**src/rtl/comparador_umbral_if.sv**
```systemverilog
// Sample/threshold bus for comparador_umbral: the source drives samples and
// configuration, and the comparator returns the filtered decision.
interface comparador_umbral_if #(
    parameter int unsigned WIDTH     = 5,
    parameter int unsigned PERSIST_W = 4
);
    logic                 enable;
    logic                 dato_valid;
    logic [WIDTH-1:0]     dato;
    logic [WIDTH-1:0]     umbral_alto;
    logic [WIDTH-1:0]     umbral_bajo;
    logic [1:0]           modo;
    logic [PERSIST_W-1:0] persist;
    logic                 salida;
    logic                 cruce_sube;
    logic                 cruce_baja;
    logic [PERSIST_W-1:0] cuenta;

    modport master (
        output enable, dato_valid, dato, umbral_alto, umbral_bajo, modo, persist,
        input  salida, cruce_sube, cruce_baja, cuenta
    );

    modport slave (
        input  enable, dato_valid, dato, umbral_alto, umbral_bajo, modo, persist,
        output salida, cruce_sube, cruce_baja, cuenta
    );
endinterface

```
**src/rtl/comparador_umbral.sv**
```systemverilog
// Registered threshold comparator with four compare modes, a persistence filter
// and one-cycle crossing pulses.
module comparador_umbral #(
    parameter int unsigned WIDTH     = 5,
    parameter int unsigned PERSIST_W = 4
) (
    input logic                clk,
    input logic                rst_n,
    comparador_umbral_if.slave bus
);

    // Bit 1 of the state encoding is the filtered output level.
    typedef enum logic [1:0] {
        StReposoBajo   = 2'b00,
        StConfirmaAlto = 2'b01,
        StReposoAlto   = 2'b10,
        StConfirmaBajo = 2'b11
    } state_e;

    state_e               state_q, state_d;
    logic [PERSIST_W-1:0] cuenta_q, cuenta_d;
    logic                 sube_q, sube_d;
    logic                 baja_q, baja_d;
    logic                 salida_cur;
    logic                 cand;

    assign salida_cur = state_q[1];

    always_comb begin
        cand = 1'b0;
        case (bus.modo)
            2'b00: cand = (bus.dato >= bus.umbral_alto);
            2'b01: cand = (bus.dato < bus.umbral_bajo);
            2'b10: cand = (bus.dato >= bus.umbral_bajo) && (bus.dato <= bus.umbral_alto);
            default: begin
                // Set wins over clear when the thresholds overlap.
                if (bus.dato >= bus.umbral_alto) begin
                    cand = 1'b1;
                end else if (bus.dato < bus.umbral_bajo) begin
                    cand = 1'b0;
                end else begin
                    cand = salida_cur;
                end
            end
        endcase
    end

    always_ff @(posedge clk or negedge rst_n) begin
        if (!rst_n) begin
            state_q  <= StReposoBajo;
            cuenta_q <= '0;
            sube_q   <= 1'b0;
            baja_q   <= 1'b0;
        end else begin
            state_q  <= state_d;
            cuenta_q <= cuenta_d;
            sube_q   <= sube_d;
            baja_q   <= baja_d;
        end
    end

    always_comb begin
        state_d  = state_q;
        cuenta_d = cuenta_q;
        sube_d   = 1'b0;
        baja_d   = 1'b0;
        if (!bus.enable) begin
            cuenta_d = '0;
            state_d  = salida_cur ? StReposoAlto : StReposoBajo;
        end else if (bus.dato_valid) begin
            if (cand == salida_cur) begin
                cuenta_d = '0;
                state_d  = salida_cur ? StReposoAlto : StReposoBajo;
            end else if (cuenta_q >= bus.persist) begin
                // A lowered persist still flips on the next disagreeing sample.
                cuenta_d = '0;
                state_d  = cand ? StReposoAlto : StReposoBajo;
                sube_d   = cand;
                baja_d   = ~cand;
            end else begin
                cuenta_d = cuenta_q + PERSIST_W'(1);
                state_d  = salida_cur ? StConfirmaBajo : StConfirmaAlto;
            end
        end
    end

    always_comb begin
        bus.salida     = salida_cur;
        bus.cuenta     = cuenta_q;
        bus.cruce_sube = sube_q;
        bus.cruce_baja = baja_q;
    end

endmodule

```
**src/flat_wrapper.sv**
```systemverilog
// flat-port wrapper written by rule: the top's interface ports become plain ports
module comparador_umbral_flat 
#(
    parameter int unsigned WIDTH     = 5,
    parameter int unsigned PERSIST_W = 4
)
  (clk, rst_n, bus_enable, bus_dato_valid, bus_dato, bus_umbral_alto, bus_umbral_bajo, bus_modo, bus_persist, bus_salida, bus_cruce_sube, bus_cruce_baja, bus_cuenta);
  comparador_umbral_if #(.WIDTH(WIDTH), .PERSIST_W(PERSIST_W)) bus_i ();
  input logic clk;
  input logic rst_n;
  input wire logic [$bits(bus_i.enable)-1:0] bus_enable;
  input wire logic [$bits(bus_i.dato_valid)-1:0] bus_dato_valid;
  input wire logic [$bits(bus_i.dato)-1:0] bus_dato;
  input wire logic [$bits(bus_i.umbral_alto)-1:0] bus_umbral_alto;
  input wire logic [$bits(bus_i.umbral_bajo)-1:0] bus_umbral_bajo;
  input wire logic [$bits(bus_i.modo)-1:0] bus_modo;
  input wire logic [$bits(bus_i.persist)-1:0] bus_persist;
  output wire logic [$bits(bus_i.salida)-1:0] bus_salida;
  output wire logic [$bits(bus_i.cruce_sube)-1:0] bus_cruce_sube;
  output wire logic [$bits(bus_i.cruce_baja)-1:0] bus_cruce_baja;
  output wire logic [$bits(bus_i.cuenta)-1:0] bus_cuenta;
  assign bus_i.enable = bus_enable;
  assign bus_i.dato_valid = bus_dato_valid;
  assign bus_i.dato = bus_dato;
  assign bus_i.umbral_alto = bus_umbral_alto;
  assign bus_i.umbral_bajo = bus_umbral_bajo;
  assign bus_i.modo = bus_modo;
  assign bus_i.persist = bus_persist;
  assign bus_salida = bus_i.salida;
  assign bus_cruce_sube = bus_i.cruce_sube;
  assign bus_cruce_baja = bus_i.cruce_baja;
  assign bus_cuenta = bus_i.cuenta;
  comparador_umbral #(.WIDTH(WIDTH), .PERSIST_W(PERSIST_W)) u_core (.clk(clk), .rst_n(rst_n), .bus(bus_i));
endmodule
```
**config.mk**
```make
export PLATFORM = sky130hd
export DESIGN_NAME = comparador_umbral_flat
export DESIGN_NICKNAME = d
export VERILOG_FILES = /design/src/rtl/comparador_umbral_if.sv /design/src/rtl/comparador_umbral.sv /design/src/flat_wrapper.sv
export SDC_FILE = /design/constraint.sdc
export NUM_CORES = 1
export LEC_CHECK = 0
export CAP_MARGIN = 30
export CORE_MARGIN = 10
export CORE_UTILIZATION = 40
export CTS_CLUSTER_SIZE = 12
export DETAILED_ROUTE_END_ITERATION = 8
export GPL_TIMING_DRIVEN = 0
export PLACE_DENSITY = 0.76
export SETUP_SLACK_MARGIN = 0.02
export SLEW_MARGIN = 20
export SYNTH_ARGS = -nofsm -noshare
export SYNTH_HDL_FRONTEND = slang
export SYNTH_SLANG_ARGS = --single-unit
```
**constraint.sdc**
```tcl
create_clock -name clk -period 2.9 [get_ports clk]
set_input_delay 0.58 -clock clk [delete_from_list [all_inputs] [get_ports clk]]
set_output_delay 0.58 -clock clk [all_outputs]
set_load 0.03 [all_outputs]
```
Word level (Yosys, flattened, before mapping):

Index checks and enable logic that the tools add are counted.

* flip-flop bits (word level): 8
* input bits: 25
* output and inout port bits: 7
* logic and storage cells: 39

* add/subtract/negate cells: 1
* order comparisons: 5
* equal/unequal tests: 4
* multiplexer cells: 22
* bitwise gates (word level): 1
* reductions and logical operators: 2

Operator list (count)
* $mux 4: 4
* $mux 2: 7
* $ge 5x5->1: 2
* $mux 1: 10
* $le 5x5->1: 1
* $lt 5x5->1: 1
* $add 4x1->4 const B: 1
* $ge 4x4->1: 1
* $pmux 1 s3: 1
* $eq 2x1->1 const B: 1
* $eq 2x2->1 const B: 1
* $logic_not 2->1: 1
* $ne 2x1->1 const B: 1
* $eq 1x1->1: 1
* $logic_and 1x1->1: 1
* $not 1->1: 1

Longest topological paths before layout:

Gate-level depths: netlist of the first run.

* depth in word-level cells: 9
* mapped depth: 8
* gate-level depth less buffers: 8

Least setup slack after synthesis of the first run:

OpenSTA, ideal clock, no wires.

* path type: input -> register
* start: input port bus_umbral_alto[2]
* end: register u_core.cuenta_q[1] (netlist: u_core.bus.cuenta[1])
* library setup time: 0.122 ns
* data arrival time: 2.374 ns
* required time: 2.778 ns
* setup slack: 0.404 ns
* stages: 8
* buffers on the path: 0
* path through: inv_1 ha_1 a211o_1 a221o_1 mux2i_2 and4bb_2 or2_1 a32o_1

* cells in the longest elaborated chain, start to end: 7
* elaborated cells on any way between the ends: 9
* classes of those cells: order compare: 2; eq/ne: 1; mux: 5; reduce/logical: 1

RTL lines
* start, declared: RTL line flat_wrapper.sv:14 `input wire logic [$bits(bus_i.umbral_alto)-1:0] bus_umbral_alto;`
* $ge 5x5->1 or $le 5x5->1 (tied branches): RTL line comparador_umbral.sv:32, comparador_umbral.sv:37, comparador_umbral.sv:34
* $mux 1 or $logic_and 1x1->1 (tied branches): RTL line comparador_umbral.sv:37, comparador_umbral.sv:34
* $pmux 1 s3 *: RTL line comparador_umbral.sv:31 `case (bus.modo)`
* $eq 1x1->1 *: RTL line comparador_umbral.sv:71 `if (cand == salida_cur) begin`
* $mux 4 *: RTL line comparador_umbral.sv:71
* $mux 4 *: RTL line comparador_umbral.sv:70 `end else if (bus.dato_valid) begin`
* $mux 4 *: RTL line comparador_umbral.sv:67 `if (!bus.enable) begin`
* end signal, assigned: RTL line comparador_umbral.sv:56 `cuenta_q <= cuenta_d;`
* end, declared: RTL line comparador_umbral.sv:21 `logic [PERSIST_W-1:0] cuenta_q, cuenta_d;`

Every way passes the cells marked *; elsewhere a longest branch is shown, timed or not. The select of a mux whose other input is x is not followed.
A chain may end at the register's enable or synchronous reset.

Final worst setup path of the first run:

* start: input port bus_umbral_alto[3]
* end: register u_core.cuenta_q[1] (netlist: u_core.bus.cuenta[1])

The elaborated chain is that of the path after synthesis.

==> results.py, run 1 <==
metrics = {
    "outcome": {
        "status": "finished clean",
    },
    "yosys": {
        "synthCells": 90,
        "ys_seq_elements": 7,
        "ys_async_sr_fraction_pct": 100,
        "synthTopCellsByArea": "ha_1 25%, dfrtp_1 23%, inv_1 9.3%",
        "yosys.cell_count.top_type": "inv_1",
        "synth_top_area_share_pct": 24.5,
        "synth_cell_types": 33,
        "ys_top_cells_by_count": "19 x inv_1, 15 x ha_1, 8 x nand2_1",
        "seq_area_frac_synth_pct": 22.9,
        "synth_nets": 130,
        "synthFlopType": "dfrtp_1",
        "synth_edf_count": 0,
        "synth_area_um2": 764,
        "yosysWarnings": 0,
        "yosysTopAreaCell": "ha_1",
        "syn_area_per_cell_um2": 8.49,
    },
    "clocking": {
        "hold_buffers": 0,
        "clock_latency_ns": 0.24,
        "ctsRootBufferMaster": "clkbuf_4",
        "cts_tree": "yes",
        "cts_buffer_depth": 2,
        "clock-sinks": 7,
        "h-tree-depth": 1,
        "cts_buffers": 3,
        "path_clk_slew_ns": 0.05,
    },
    "power_and_ir_drop": {
        "p_seq_share_pct": 31.3,
        "p_leak_nw": 0.560,
        "p_sw_share_pct": 33.6,
        "p_clk_share_pct": 22.8,
        "combPwrFrac_pct": 45.9,
        "internal_power_uw": 250,
        "peakVddDrop_uv": 191,
        "switchingPower_uw": 127,
        "powerDensity_nw_per_um2": 325,
    },
    "route": {
        "ant_nets": 0,
        "drt-pass1-iter-count": 4,
        "drt_iter0_markers": 18,
        "route.top_layer_used": "met4",
        "drcViolationCount": 0,
        "dr_wl_met3_um": 120,
        "m1WireLength_um": 807,
        "wl_per_cell_um": 12.2,
        "routed_wl_um": 1840,
        "vias_per_cell": 5.10,
        "dr_wl_met2_um": 866,
        "vias": 770,
    },
    "final_layout": {
        "drive_gt1_share_pct": 8.73,
        "fin_util_pct": 65.6,
        "layout.nets": 167,
        "diodes": 0,
        "areaGrowthSynthToFinish_pct": 51.4,
    },
    "setup_path": {
        "r2r_start": "u_core.bus.cuenta[0]",
        "worstSetupPathType": "input port to flop",
        "cp_max_fo": 4,
        "startpoint": "bus_umbral_alto[3]",
        "cp.required_ns": 3.03,
        "start_kind": "input port",
        "cp.arrival_ns": 2.93,
        "endpoint_kind": "flop",
    },
    "worst_hold_path": {
        "min-delay-start": "u_core.state_q[1]",
        "min_path_type": "flop to flop",
    },
    "timing": {
        "finalHoldViolCount": 0,
        "finalSetupViolCount": 0,
        "clock.fmax_mhz": 357,
        "fin_skew_ns": 0.00337,
        "fin_hold_ws_ns": 0.535,
        "tns_ns": 0,
        "timing.final.crit_share_pct": 96.5,
        "min_period_ns": 2.80,
        "finalMaxSlewViolations": 0,
        "maxSlewHeadroom_pct": 78.8,
        "tightestPinTransition_ns": 0.316,
        "rsz0062_at_grt": "false",
    },
    "global_routing": {
        "gr-usage-all-layers_pct": 8.90,
        "grt_pass1_wl_um": 3030,
        "antenna_found_initial": 0,
        "grt_overflow_total": 0,
        "grt_max_degree": 8,
        "grt_pass1_vias": 754,
    },
    "placement": {
        "dp_hpwl_um": 1690,
        "numPortBuffers": 31,
        "gp_congestion": 0.808,
    },
    "floorplan": {
        "die_height_um": 63.7,
        "core-area_um2": 1760,
        "io_pins": 32,
        "start_util_pct": 43.3,
        "num_rows": 15,
        "die_x_um": 63.7,
        "dieArea_um2": 4060,
    },
    "job": {
        "max_cap_viol_count": 0,
    },
}
## cell families after synthesis
logic type / after synthesis / synth area share [%]
AND/OR/NAND/NOR: 24 / 17.4
AO/OA/AOI/OAI: 21 / 20.1
buffers and inverters: 19 / 9.33
adder cells (fa/ha/maj): 15 / 24.5
flip-flops: 7 / 22.9
multiplexers: 3 / 4.58
XOR/XNOR: 1 / 1.15
## per-layer routing
layer / GRT usage (%) / up-vias
met5: 0 / -
met4: 5.19 / 0
met3: 3.18 / 4
met2: 15.8 / 26
met1: 8.70 / 347
li1: - / 393
## flip-flops by register name, indices dropped and copies added (netlist names)
register	count
u_core.bus.cruce_sube	1
u_core.bus.cruce_baja	1
u_core.state_q	1
u_core.bus.cuenta	4
## area by class of cell
class	count	area (µm²)
tap	25	31.3
inverter	19	71.3
clock buffer	4	26.3
sequential	7	175
multi-input combinational	64	531
timing repair buffer	32	323
fill	168	607
## power groups by stage
| stage | Combinational (mW) | Clock [mW] | Sequential (mW) |
|---|---|---|---|
| after global placement | 0.162 | 0 | 0.118 |
| final | 0.173 | 0.0857 | 0.118 |
| after detailed placement | 0.168 | 0 | 0.119 |
| after global routing | 0.192 | 0.0921 | 0.120 |
| after CTS | 0.169 | 0.0885 | 0.118 |
| after floorplan | 0.0809 | 0 | 0.133 |
## critical path, stage by stage
cell and delay [ns]:
clkdlybuf4s50_1 0.45, inv_1 0.04, ha_1 0.30, and4_4 0.21, a221o_1 0.41, mux2i_2 0.19, and4bb_2 0.26, or2_1 0.24
a32o_1 0.25
## final timing paths
path / end / slack (ns) / cells past startpoint
worst max-delay path: u_core.bus.cuenta[1] / 0.10 / 9
worst min-delay path: u_core.bus.cruce_sube / 0.54 / 1
worst max register to register: u_core.state_q[1] / 1.06 / 7
worst min register to register: u_core.bus.cruce_sube / 0.54 / 1
max in group asynchronous: u_core.bus.cruce_baja / 2.09 / 1
min in group asynchronous: u_core.bus.cuenta[1] / 0.58 / 1
## cells in the final DEF (no fill, tap or decap), drive strengths merged, types with 2 or more instances in the layout
master         synthesis  layout
dlymetal6s2s           0       2
clkbuf                 0       4
o21ai                  5       5
dfrtp                  7       7
inv                   19      19
ha                    15      15
a21oi                  3       3
o2111ai                2       2
a211oi                 3       3
clkdlybuf4s50          0      29
nand2                  8       8
nor2b                  2       2
nor2                   2       2
mux2i                  2       2
nand3                  3       3
## stage by stage
stage	instances	instance area, µm²	setup WS [ns]	total power [mW]
floorplan	90	764	0.404	0.214
global placement	146	1110	-0.153	0.281
detailed placement	146	1110	-0.221	0.287
CTS	150	1130	0.0374	0.375
global route	151	1160	0.0384	0.404
finish	151	1160	0.100	0.377
## timing repair
action,4_1_cts,5_1_grt
buffers inserted,0,1
gates resized for setup,0,4
endpoints found under the setup margin,0,2
hold endpoints to repair,0,0
Power figures use the tool's default switching activity.
==> run 2: changes to the inputs <==
--- a/config.mk
+++ b/config.mk
@@ -8,6 +8,7 @@
 export CAP_MARGIN = 30
 export CORE_MARGIN = 10
 export CORE_UTILIZATION = 40
+export CTS_BUF_LIST = sky130_fd_sc_hd__clkbuf_8
 export CTS_CLUSTER_SIZE = 12
 export DETAILED_ROUTE_END_ITERATION = 8
 export GPL_TIMING_DRIVEN = 0
==> results.py, run 2 (synthesis gave the netlist of run 1 again) <==
metrics = {
    "placement": {
        "placedInstanceArea_um2": 1110,
        "gp_congestion": 0.808,
        "numPortBuffers": 31,
        "dp_hpwl_um": 1690,
    },
    "route": {
        "wl_per_cell_um": 12.7,
        "routed_wl_um": 1930,
        "vias_per_cell": 5.11,
        "drt-pass1-iter-count": 4,
        "drcViolationCount": 0,
        "ant_nets": 0,
        "vias": 777,
        "drt_iter0_markers": 14,
    },
    "setup_path": {
        "critical_path.cell_chain": "clkdlybuf4s50_1, ha_4, a211o_1, a221o_1, mux2i_2, and4bb_2, or2_1, a32o_1",
        "slowest_stage": "clkdlybuf4s50_1",
        "cp_max_fo": 3,
        "rrSetupSlack_ns": 1.05,
        "critPathTopFamily": "compound AO/OA/AOI/OAI gates",
        "endpoint_kind": "flop",
        "cp.arrival_ns": 2.91,
        "worstSetupPathType": "input port to flop",
        "start_kind": "input port",
        "cp.required_ns": 3.01,
        "path_buf_inv": 1,
        "cpPeakStageDelay_ns": 0.54,
    },
    "clocking": {
        "cts_buffers": 3,
        "clock-sinks": 7,
        "h-tree-depth": 1,
        "cts_buffer_depth": 2,
        "path_clk_slew_ns": 0.04,
        "cts_tree": "yes",
        "clock_latency_ns": 0.22,
        "ctsRootBufferMaster": "clkbuf_8",
    },
    "final_layout": {
        "mostFrequentLayoutCells": "31 x clkdlybuf4s50_1, 20 x inv_1, 14 x ha_1",
        "layout.nets": 168,
        "finish.instance_area_um2": 1180,
        "diodes": 0,
        "layout_commonest_cell": "clkdlybuf4s50_1",
        "largest_register_ffs": 4,
        "areaGrowthSynthToFinish_pct": 54.7,
        "fin_util_pct": 67.0,
        "drive_gt1_share_pct": 9.45,
    },
    "global_routing": {
        "grt_pass1_wl_um": 3070,
        "grt_pass1_vias": 763,
        "gr-usage-all-layers_pct": 8.87,
        "grt.busiest_layer": "met2",
        "grt_max_degree": 8,
        "gr-usage-met3_pct": 3.71,
        "antenna_found_initial": 0,
        "grt_overflow_total": 0,
        "grtUsageMet1_pct": 8.70,
        "use_met2_pct": 16.8,
    },
    "floorplan": {
        "core-area_um2": 1760,
        "num_rows": 15,
        "die_x_um": 63.7,
        "die_height_um": 63.7,
        "dieArea_um2": 4060,
        "start_util_pct": 43.3,
        "io_pins": 32,
    },
    "timing": {
        "min_period_ns": 2.80,
        "fin_skew_ns": 0.000545,
        "tightestPinTransition_ns": 0.348,
        "clock.fmax_mhz": 357,
        "finalHoldViolCount": 0,
        "maxSlewHeadroom_pct": 76.8,
        "finalSetupViolCount": 0,
        "timing.final.crit_share_pct": 96.5,
        "rsz0062_at_grt": "false",
        "finalMaxSlewViolations": 0,
        "fin_hold_ws_ns": 0.537,
    },
    "power_and_ir_drop": {
        "powerDensity_nw_per_um2": 363,
        "p_leak_nw": 0.559,
        "peakVddDrop_uv": 284,
    },
    "worst_hold_path": {
        "min_path_type": "flop to flop",
    },
    "outcome": {
        "status": "finished clean",
    },
    "job": {
        "max_cap_viol_count": 0,
    },
}
run 2: cell types whose count changed in the layout (fill, tap and decap cells not counted), sizes merged:
cell	before	now
dlymetal6s2s	2	0
inv	19	20
buf	1	2
clkbuf	4	3
clkdlybuf4s50	29	31
run 2: report_power, final:
group	internal [mW]	switching, mW
logic	0.0939	0.0834
registers	0.106	0.0123
clock network	0.0915	0.0417
total	0.292	0.137
run 2: per-stage QoR:
step | worst slack [ns] | cells | total power [mW] | setup TNS, ns
2_1_floorplan | 0.404 | 90 | 0.214 | 0
3_3_place_gp | -0.153 | 146 | 0.281 | -0.336
3_5_place_dp | -0.221 | 146 | 0.287 | -0.584
4_1_cts | 0.0329 | 151 | 0.427 | 0
5_1_grt | 0.0133 | 152 | 0.455 | 0
6_report | 0.101 | 152 | 0.429 | 0
run 2: path summary, 6_finish.rpt:
| kind | from | to | cells after the start |
|---|---|---|---|
| max | bus_dato[2] | u_core.bus.cuenta[1] | 8 |
| min reg2reg | u_core.state_q[1] | u_core.bus.cruce_sube | 1 |
| min in group asynchronous | rst_n | u_core.bus.cuenta[3] | 1 |
| max reg2reg | u_core.bus.cuenta[0] | u_core.state_q[1] | 7 |
| min | u_core.state_q[1] | u_core.bus.cruce_sube | 1 |
| max in group asynchronous | rst_n | u_core.bus.cuenta[0] | 1 |
run 2: repair_timing:
item	CTS	global route
pin swaps	4	3
endpoints found under the setup margin	1	4
gates resized for setup	0	2
hold buffers	0	0
setup buffers	1	1
run 2: per-layer routing:
| layer | vias up | part of all wire [%] |
|---|---|---|
| li1 | 394 | - |
| met1 | 351 | 44 |
| met2 | 28 | 48 |
| met3 | 4 | 6.6 |
| met4 | 0 | 1.3 |
| met5 | - | 0 |
run 2: cell type report:
| cell class | instances | area, µm² |
|---|---|---|
| well taps | 25 | 31.3 |
| multi-input cells | 64 | 534 |
| clock inverters | 1 | 3.75 |
| fillers | 166 | 582 |
| repair buffers | 33 | 325 |
| inverters | 19 | 71.3 |
| clock buffers | 3 | 41.3 |
| flip-flops and latches | 7 | 175 |
==> run 3: changes to the inputs <==
--- a/config.mk
+++ b/config.mk
@@ -6,7 +6,6 @@
 export NUM_CORES = 1
 export LEC_CHECK = 0
 export CAP_MARGIN = 30
-export CORE_MARGIN = 10
 export CORE_UTILIZATION = 40
 export CTS_BUF_LIST = sky130_fd_sc_hd__clkbuf_8
 export CTS_CLUSTER_SIZE = 12
==> results.py, run 3 (synthesis gave the netlist of run 1 again) <==
metrics = {
    "global_routing": {
        "gr-usage-all-layers_pct": 19.1,
        "antenna_found_initial": 0,
        "grt_max_degree": 8,
        "grt_pass1_vias": 761,
        "grt_overflow_total": 0,
        "grt_pass1_wl_um": 2940,
    },
    "power_and_ir_drop": {
        "power_uw": 419,
        "peakVddDrop_uv": 218,
        "powerDensity_nw_per_um2": 358,
        "p_leak_nw": 0.560,
    },
    "placement": {
        "gp_congestion": 0.786,
        "dp_hpwl_um": 1400,
        "pre_cts_ws_ns": -0.199,
        "numPortBuffers": 31,
    },
    "timing": {
        "finalHoldViolCount": 0,
        "finalMaxSlewViolations": 0,
        "min_period_ns": 2.80,
        "clock.fmax_mhz": 358,
        "rsz0062_at_grt": "false",
        "tightestPinTransition_ns": 0.312,
        "fin_skew_ns": 0.00463,
        "tns_ns": 0,
        "maxSlewHeadroom_pct": 79.2,
        "timing.final.crit_share_pct": 96.4,
        "finalSetupViolCount": 0,
        "worst_slack_ns": 0.103,
    },
    "setup_path": {
        "r2r.worst_path.cells": 7,
        "critPathTopFamily": "simple AND/OR/NAND/NOR gates",
        "cp.required_ns": 3.01,
        "critical_path.cell_chain": "clkdlybuf4s50_1, ha_1, and4_4, a221o_1, mux2i_2, and4bb_2, or2_1, a32o_1",
        "start_kind": "input port",
        "path_buf_inv": 1,
        "endpoint_kind": "flop",
        "worstSetupPathType": "input port to flop",
        "slowest_stage": "clkdlybuf4s50_1",
        "cpPeakStageDelay_ns": 0.45,
        "cp.depth": 8,
        "cp.arrival_ns": 2.91,
        "cp_max_fo": 4,
    },
    "floorplan": {
        "die_x_um": 45.7,
        "io_pins": 32,
        "core-area_um2": 1760,
        "dieArea_um2": 2090,
        "start_util_pct": 43.3,
        "num_rows": 15,
        "die_height_um": 45.7,
    },
    "route": {
        "routed_wl_um": 1590,
        "vias": 757,
        "drcViolationCount": 0,
        "wl_per_cell_um": 10.6,
        "vias_per_cell": 5.05,
        "drt-pass1-iter-count": 4,
        "drt_iter0_markers": 3,
        "ant_nets": 0,
    },
    "clocking": {
        "h-tree-depth": 1,
        "cts_buffers": 3,
        "clock_latency_ns": 0.23,
        "postCtsSetupBuffers": 0,
        "path_clk_slew_ns": 0.04,
        "cts_buffer_depth": 2,
        "clock-sinks": 7,
        "cts_tree": "yes",
        "ctsRootBufferMaster": "clkbuf_8",
    },
    "final_layout": {
        "drive_gt1_share_pct": 8.00,
        "largest_register_ffs": 4,
        "diodes": 0,
        "fin_util_pct": 66.5,
        "mostFrequentLayoutCells": "30 x clkdlybuf4s50_1, 20 x inv_1, 14 x ha_1",
        "layout.nets": 166,
        "layout_commonest_cell": "clkdlybuf4s50_1",
        "nFillCells": 150,
        "areaGrowthSynthToFinish_pct": 53.4,
    },
    "worst_hold_path": {
        "min_path_type": "flop to flop",
        "holdPathStages": 1,
    },
    "job": {
        "max_cap_viol_count": 0,
    },
    "outcome": {
        "status": "finished clean",
    },
}
## run 3: cell types whose count changed in the layout (fill, tap and decap cells not counted), sizes merged
cell	previous run	this run
clkdlybuf4s50	31	30
buf	2	0
dlymetal6s2s	0	1
## run 3: worst paths after layout
kind,from,endpoint,slack [ns]
worst max-delay path,bus_dato[3],u_core.bus.cuenta[1],0.10
worst min-delay path,u_core.state_q[1],u_core.bus.cruce_sube,0.54
worst max register to register,u_core.bus.cuenta[0],u_core.state_q[1],1.11
worst min register to register,u_core.state_q[1],u_core.bus.cruce_sube,0.54
max in group asynchronous,rst_n,u_core.bus.cruce_sube,2.07
min in group asynchronous,rst_n,u_core.bus.cuenta[3],0.60
## run 3: through the flow
step                cells  cell area, µm²  hold WS (ns)
finish                150            1170         0.535
detailed placement    146            1110         0.528
global placement      146            1110         0.502
floorplan              90             764         0.284
CTS                   150            1150         0.542
global route          150            1170         0.574
## run 3: layout make-up
type                    count  area [µm²]  area share (%)
well taps                  25        31.3            2.67
inverters                  19        71.3            6.08
clock inverters             1        3.75           0.320
repair buffers             31         313            26.7
multi-input cells          64         537            45.8
flip-flops and latches      7         175            14.9
clock buffers               3        41.3            3.52
## run 3: metal layers
| metal | vias to the layer above | wire [µm] | global-route usage (%) |
|---|---|---|---|
| li1 | 390 | - | - |
| met1 | 334 | 645 | 20.9 |
| met2 | 29 | 829 | 35.4 |
| met3 | 4 | 81 | 1.98 |
| met4 | 0 | 34 | 10.0 |
| met5 | - | 0 | 0 |
## run 3: report_power, final
group          internal [mW]  switching [mW]  leakage, nW  total (mW)
clock                 0.0914          0.0416       0.0269       0.133
sequential             0.106          0.0113       0.0957       0.118
combinational         0.0886          0.0802        0.437       0.169
total                  0.286           0.133        0.560       0.419
## run 3: worst register-to-register path, cell delays in order (launching register included)
cell	delay (ns)
dfrtp_1	0.43
inv_1	0.07
ha_1	0.28
nand2b_1	0.13
a21oi_1	0.13
o21ai_0	0.14
nand3_1	0.16
mux2_2	0.34
## run 3: repair_timing
action	4_1_cts	5_1_grt
gates resized for setup	0	3
endpoints found under the setup margin	0	2
hold buffers	0	0
